===== src/rtl/uart_pkg.sv =====
// uart_pkg: shared UART scheduler defaults, frame timing derivations and FSM encoding.
package uart_pkg;
   localparam int SYS_CLK_FRE_DEF = 50_000_000;
   localparam int BPS_DEF         = 9_600;
   localparam int EN_HOLD_DEF     = 3;
   typedef enum logic {IDLE, SEND} state_t;
   function automatic int bps_cnt(input int sys_clk_fre, input int bps);
      return sys_clk_fre / bps;
   endfunction
   // ten bit periods plus two cycles for the transmitter's edge detector
   function automatic int frame_cyc(input int sys_clk_fre, input int bps);
      return 10 * bps_cnt(sys_clk_fre, bps) + 2;
   endfunction
endpackage


===== src/rtl/rr_arbiter4.sv =====
// rr_arbiter4: four-way round-robin pick, search starting at ptr.
module rr_arbiter4 (
   input  logic [3:0] req,
   input  logic [1:0] ptr,
   output logic [3:0] gnt,
   output logic [1:0] gnt_id
);
   logic [1:0] w_idx;
   always_comb begin
      gnt_id = ptr;
      w_idx  = ptr;
      for (int k = 3; k >= 0; k--) begin
         w_idx = ptr + 2'(k);
         if (req[w_idx]) gnt_id = w_idx;
      end
      gnt = (|req) ? 4'b0001 << gnt_id : 4'b0000;
   end
endmodule


===== src/rtl/uart_tx_sched.sv =====
// uart_tx_sched: round-robin byte scheduler feeding a UART transmitter one frame at a time.
module uart_tx_sched
   import uart_pkg::*;
#(
   parameter int SYS_CLK_FRE = SYS_CLK_FRE_DEF,
   parameter int BPS         = BPS_DEF,
   parameter int EN_HOLD     = EN_HOLD_DEF
) (
   input  logic        sys_clk,
   input  logic        sys_rst_n,
   input  logic [3:0]  req_valid,
   input  logic [31:0] req_data,
   output logic [3:0]  req_ready,
   output logic [7:0]  uart_data,
   output logic        uart_tx_en,
   output logic        busy,
   output logic [1:0]  grant_id
);
   localparam int FRAME_CYC = frame_cyc(SYS_CLK_FRE, BPS);
   // one spare bit so the timer can never wrap inside a frame
   localparam int TW = $clog2(FRAME_CYC + 1) + 1;
   state_t          r_state;
   logic [1:0]      r_ptr;
   logic [TW-1:0]   r_timer;
   logic [3:0]      w_gnt;
   logic [1:0]      w_gnt_id;
   rr_arbiter4 u_arb (
      .req    (req_valid),
      .ptr    (r_ptr),
      .gnt    (w_gnt),
      .gnt_id (w_gnt_id)
   );
   assign req_ready = (r_state == IDLE && sys_rst_n) ? w_gnt : 4'b0000;
   always_ff @(posedge sys_clk or negedge sys_rst_n) begin
      if (!sys_rst_n) begin
         r_state    <= IDLE;
         r_ptr      <= 2'd0;
         r_timer    <= '0;
         uart_data  <= 8'h00;
         uart_tx_en <= 1'b0;
         busy       <= 1'b0;
         grant_id   <= 2'd0;
      end else if (r_state == IDLE) begin
         if (|req_valid) begin
            r_state    <= SEND;
            r_ptr      <= w_gnt_id + 2'd1;
            r_timer    <= '0;
            uart_data  <= req_data[{w_gnt_id, 3'b000} +: 8];
            uart_tx_en <= 1'b1;
            busy       <= 1'b1;
            grant_id   <= w_gnt_id;
         end
      end else begin
         r_timer    <= r_timer + 1'b1;
         uart_tx_en <= r_timer < TW'(EN_HOLD - 1);
         if (r_timer == TW'(FRAME_CYC - 1)) begin
            r_state <= IDLE;
            busy    <= 1'b0;
         end
      end
   end
endmodule

===== config.mk =====
export PLATFORM = sky130hd
export DESIGN_NAME = uart_tx_sched
export DESIGN_NICKNAME = d
export VERILOG_FILES = /design/src/rtl/uart_pkg.sv /design/src/rtl/rr_arbiter4.sv /design/src/rtl/uart_tx_sched.sv
export SDC_FILE = /design/constraint.sdc
export NUM_CORES = 1
export LEC_CHECK = 0
export CAP_MARGIN = 20
export CORE_MARGIN = 10
export CORE_UTILIZATION = 51
export DETAILED_ROUTE_END_ITERATION = 10
export PLACE_DENSITY = 0.85
export SYNTH_ARGS = -nofsm -noshare
export SYNTH_HDL_FRONTEND = slang
export SYNTH_SLANG_ARGS = --single-unit

===== constraint.sdc =====
create_clock -name sys_clk -period 3.2 [get_ports sys_clk]
set_clock_uncertainty 0.15 [all_clocks]
set_input_delay 0.48 -clock sys_clk [delete_from_list [all_inputs] [get_ports sys_clk]]
set_output_delay 0.48 -clock sys_clk [all_outputs]
set_load 0.02 [all_outputs]

==> impl_metrics.csv <==
group,metric,value,unit
status,status,"finished clean",
worst_setup_path,r2r_start,"r_ptr[1]",
timing,finalMaxSlewViolations,0,
pwr,p_leak,1.14,nW
logic_synthesis,synth_cell_types,41,
logic_synthesis,synth_fp_nets,221,
worst_setup_path,r2r_end,"uart_data[7]",
clock_network,clock_tree.root_cell,"clkbuf_4",
global_routing,grt_pass1_wl,8.04,mm
timing,period_minus_slack,3.08,ns
logic_synthesis,synth_common_cells,"32 x dfrtp_1, 20 x nor2_1, 19 x mux2i_1",
timing,hold_slack,0.334,ns
logic_synthesis,yosys.area.top_type,"dfrtp_1",
logic_synthesis,synth_compound_area_frac,0.170,
clock_network,cts_tree,"built",
die,die_y,80.0,um
detailed_routing,antenna_left,0,
logic_synthesis,synth_cells,181,
worst_setup_path,rrSetupSlack,1.30,ns
detailed_routing,via_count,1659,
die,die_w,80.0,um
placement,port_buffers,53,
detailed_routing,drt_iter0_drc,73,
logic_synthesis,synth_area_leaders,"dfrtp_1 44%, mux2i_1 10%, a221oi_2 6.5%",
detailed_routing,route.detailed.drc,0,
logic_synthesis,yosysMostFrequentCell,"dfrtp_1",
logic_synthesis,synth_top_area_share,0.436,
worst_setup_path,worstPathMaxFanout,4,
timing,finalCritPeriodShare,0.961,
die,rows,21,
placement,dpl.hpwl,3.91,mm
detailed_routing,drt_wl_total,4.90,mm
timing,tightestPinTransition,0.435,ns
logic_synthesis,async_flop_share,1.00,
timing,max_freq,325,MHz
logic_synthesis,postSynthAreaPerCell,10.1,um2
global_routing,antenna_found_initial,0,
logic_synthesis,synth_edf_count,0,
clock_network,htreeDepth,2,
worst_setup_path,worstSetupStartpointType,"input port",
layout,layout.nets,285,
worst_setup_path,worstSetupEndpointType,"primary output",
pwr,p_per_area,353,mW/mm2
pwr,ir_drop,419,uV
die,dieArea,0.00640,mm2
timing,setup_viol,0,
logic_synthesis,synth_xor_area_frac,0.00477,
worst_setup_path,cp.arrival,2.45,ns
worst_setup_path,required,2.57,ns
detailed_routing,vias_per_cell,5.68,
layout,nFillCells,266,
logic_synthesis,ys.flop_type,"dfrtp_1",
layout,area_growth_syn_to_layout,37.1,%
die,core,0.00342,mm2
global_routing,grt_max_degree,33,
logic_synthesis,netlist_area,0.00184,mm2
logic_synthesis,ys_warn_count,0,
logic_synthesis,synth-simple-area-share,0.234,
placement,place_congestion,0.817,
timing,max-slew-margin-rel,0.710,
worst_setup_path,crit_type,"input port to primary output",
logic_synthesis,ys_ff_latch,32,
job,maxCapViolCount,0,
clock_network,cts_buffers,5,
worst_setup_path,cp-endpoint,"req_ready[0]",
global_routing,grt_use_total,0.155,
die,initial_core_util,0.538,
clock_network,cts_max_path_buffers,2,
layout,diodes,0,
clock_network,ctsHoldBuffers,0,
detailed_routing,wl_per_cell,16.8,um
logic_synthesis,synth_top_family_by_area,"simple AND/OR/NAND/NOR gates",
logic_synthesis,synth_fa_ha_area_frac,0.0136,
worst_setup_path,critPathLaunch,"req_valid[3]",
worst_setup_path,r2r_cells,6,
timing,rsz0062_at_grt,"false",
logic_synthesis,yosysSeqAreaShare,0.436,
clock_network,path_clk_slew,0.10,ns
detailed_routing,dr.pass1.iters,4,
clock_network,clkSinkCount,32,
global_routing,grt-ovfl-total,0,
worst_hold_path,min_path_type,"register to register",
clock_network,clock_latency,0.32,ns
timing,finalHoldViolCount,0,
layout,drive_gt1_frac,0.134,
timing,tns,0,ns
global_routing,grt_pass1_vias,1650,
logic_synthesis,synth_mux_area_frac,0.110,
die,ios,54,
[flip-flops by register name, indices dropped and copies added (netlist names)]
signal / count
uart_data: 8
busy: 1
grant_id: 2
r_ptr: 2
uart_tx_en: 1
r_timer: 17
r_state: 1
[critical path, cell delays in order]
cell             delay (ns)
clkdlybuf4s50_1        0.52
buf_4                  0.14
nor4_1                 0.05
buf_4                  0.14
nor2_1                 0.11
nand2_1                0.12
nor3b_1                0.23
clkdlybuf4s50_1        0.65
[worst min-delay path by stage]
stage | start | end | slack (ns) | depth (start not counted)
floorplan | sys_rst_n | busy | 0.03 | 0
global placement | grant_id[0] | grant_id[0] | 0.31 | 1
detailed placement | grant_id[0] | grant_id[0] | 0.32 | 1
CTS | grant_id[0] | grant_id[0] | 0.34 | 1
global route | grant_id[0] | grant_id[0] | 0.38 | 1
finish | grant_id[0] | grant_id[0] | 0.33 | 1
[layout by cell type (no fill, tap or decap), types with 2 or more instances in the layout]
master / instances
a221oi_2: 8
nor2_1: 20
nor3b_1: 2
inv_1: 3
clkbuf_4: 5
nand4_1: 5
o21ai_1: 7
a21oi_1: 5
nand2_1: 16
nor3_1: 5
nor4_1: 3
clkbuf_1: 2
nor2b_1: 3
o211ai_1: 2
dfrtp_1: 32
nand3_1: 11
and3_1: 4
ha_1: 2
o21ai_0: 7
clkdlybuf4s50_1: 51
mux2i_1: 19
dlymetal6s2s_1: 2
buf_4: 10
o31ai_1: 2
[final cells by class]
type / instances / area [um2] / area share
sequential: 32 / 801 / 0.318
multi-input combinational: 139 / 976 / 0.387
inverter: 4 / 15.0 / 0.00596
tap: 46 / 57.6 / 0.0229
clock buffer: 8 / 58.8 / 0.0233
timing repair buffer: 63 / 611 / 0.242
[logic make-up after synthesis]
group,count (synthesis)
adders and majority gates,2
and+or+nand+nor,80
xor gates and xnor gates,1
DFF,32
AOI/OAI and AO/OA,36
buffers and inverters,10
muxes,20
[through the flow]
stage | power [mW] | std cells | setup slack (ns) | utilization | cell area (um2)
4_1_cts | 0.899 | 292 | 0.0150 | 0.736 | 2510
2_1_floorplan | 0.556 | 181 | 0.820 | - | 1840
5_1_grt | 0.933 | 292 | 0.0187 | 0.737 | 2520
6_report | 0.890 | 292 | 0.124 | 0.737 | 2520
3_5_place_dp | 0.663 | 284 | 0.0252 | 0.719 | 2450
3_3_place_gp | 0.659 | 284 | 0.0668 | 0.719 | 2450
[timing repair]
item                                    in CTS  in global routing
endpoints found under the setup margin       0                  2
gates resized for setup                      0                  2
buffers inserted                             0                  0
endpoints found under the hold margin        0                  0
[layer usage]
metal | share of wire | global-route usage | vias to the layer above
met2 | 0.53 | 0.263 | 48
li1 | - | - | 799
met5 | 0 | 0 | -
met4 | 0.012 | 0.0440 | 0
met3 | 0.047 | 0.0338 | 4
met1 | 0.41 | 0.192 | 808
[power breakdown]
part / leakage (nW) / switching (mW) / total (mW) / internal [mW]
registers: 0.406 / 0.0131 / 0.434 / 0.421
clock network: 0.0326 / 0.128 / 0.236 / 0.108
logic: 0.701 / 0.0987 / 0.220 / 0.121
total: 1.14 / 0.240 / 0.890 / 0.650
Power figures use the tool's default switching activity.
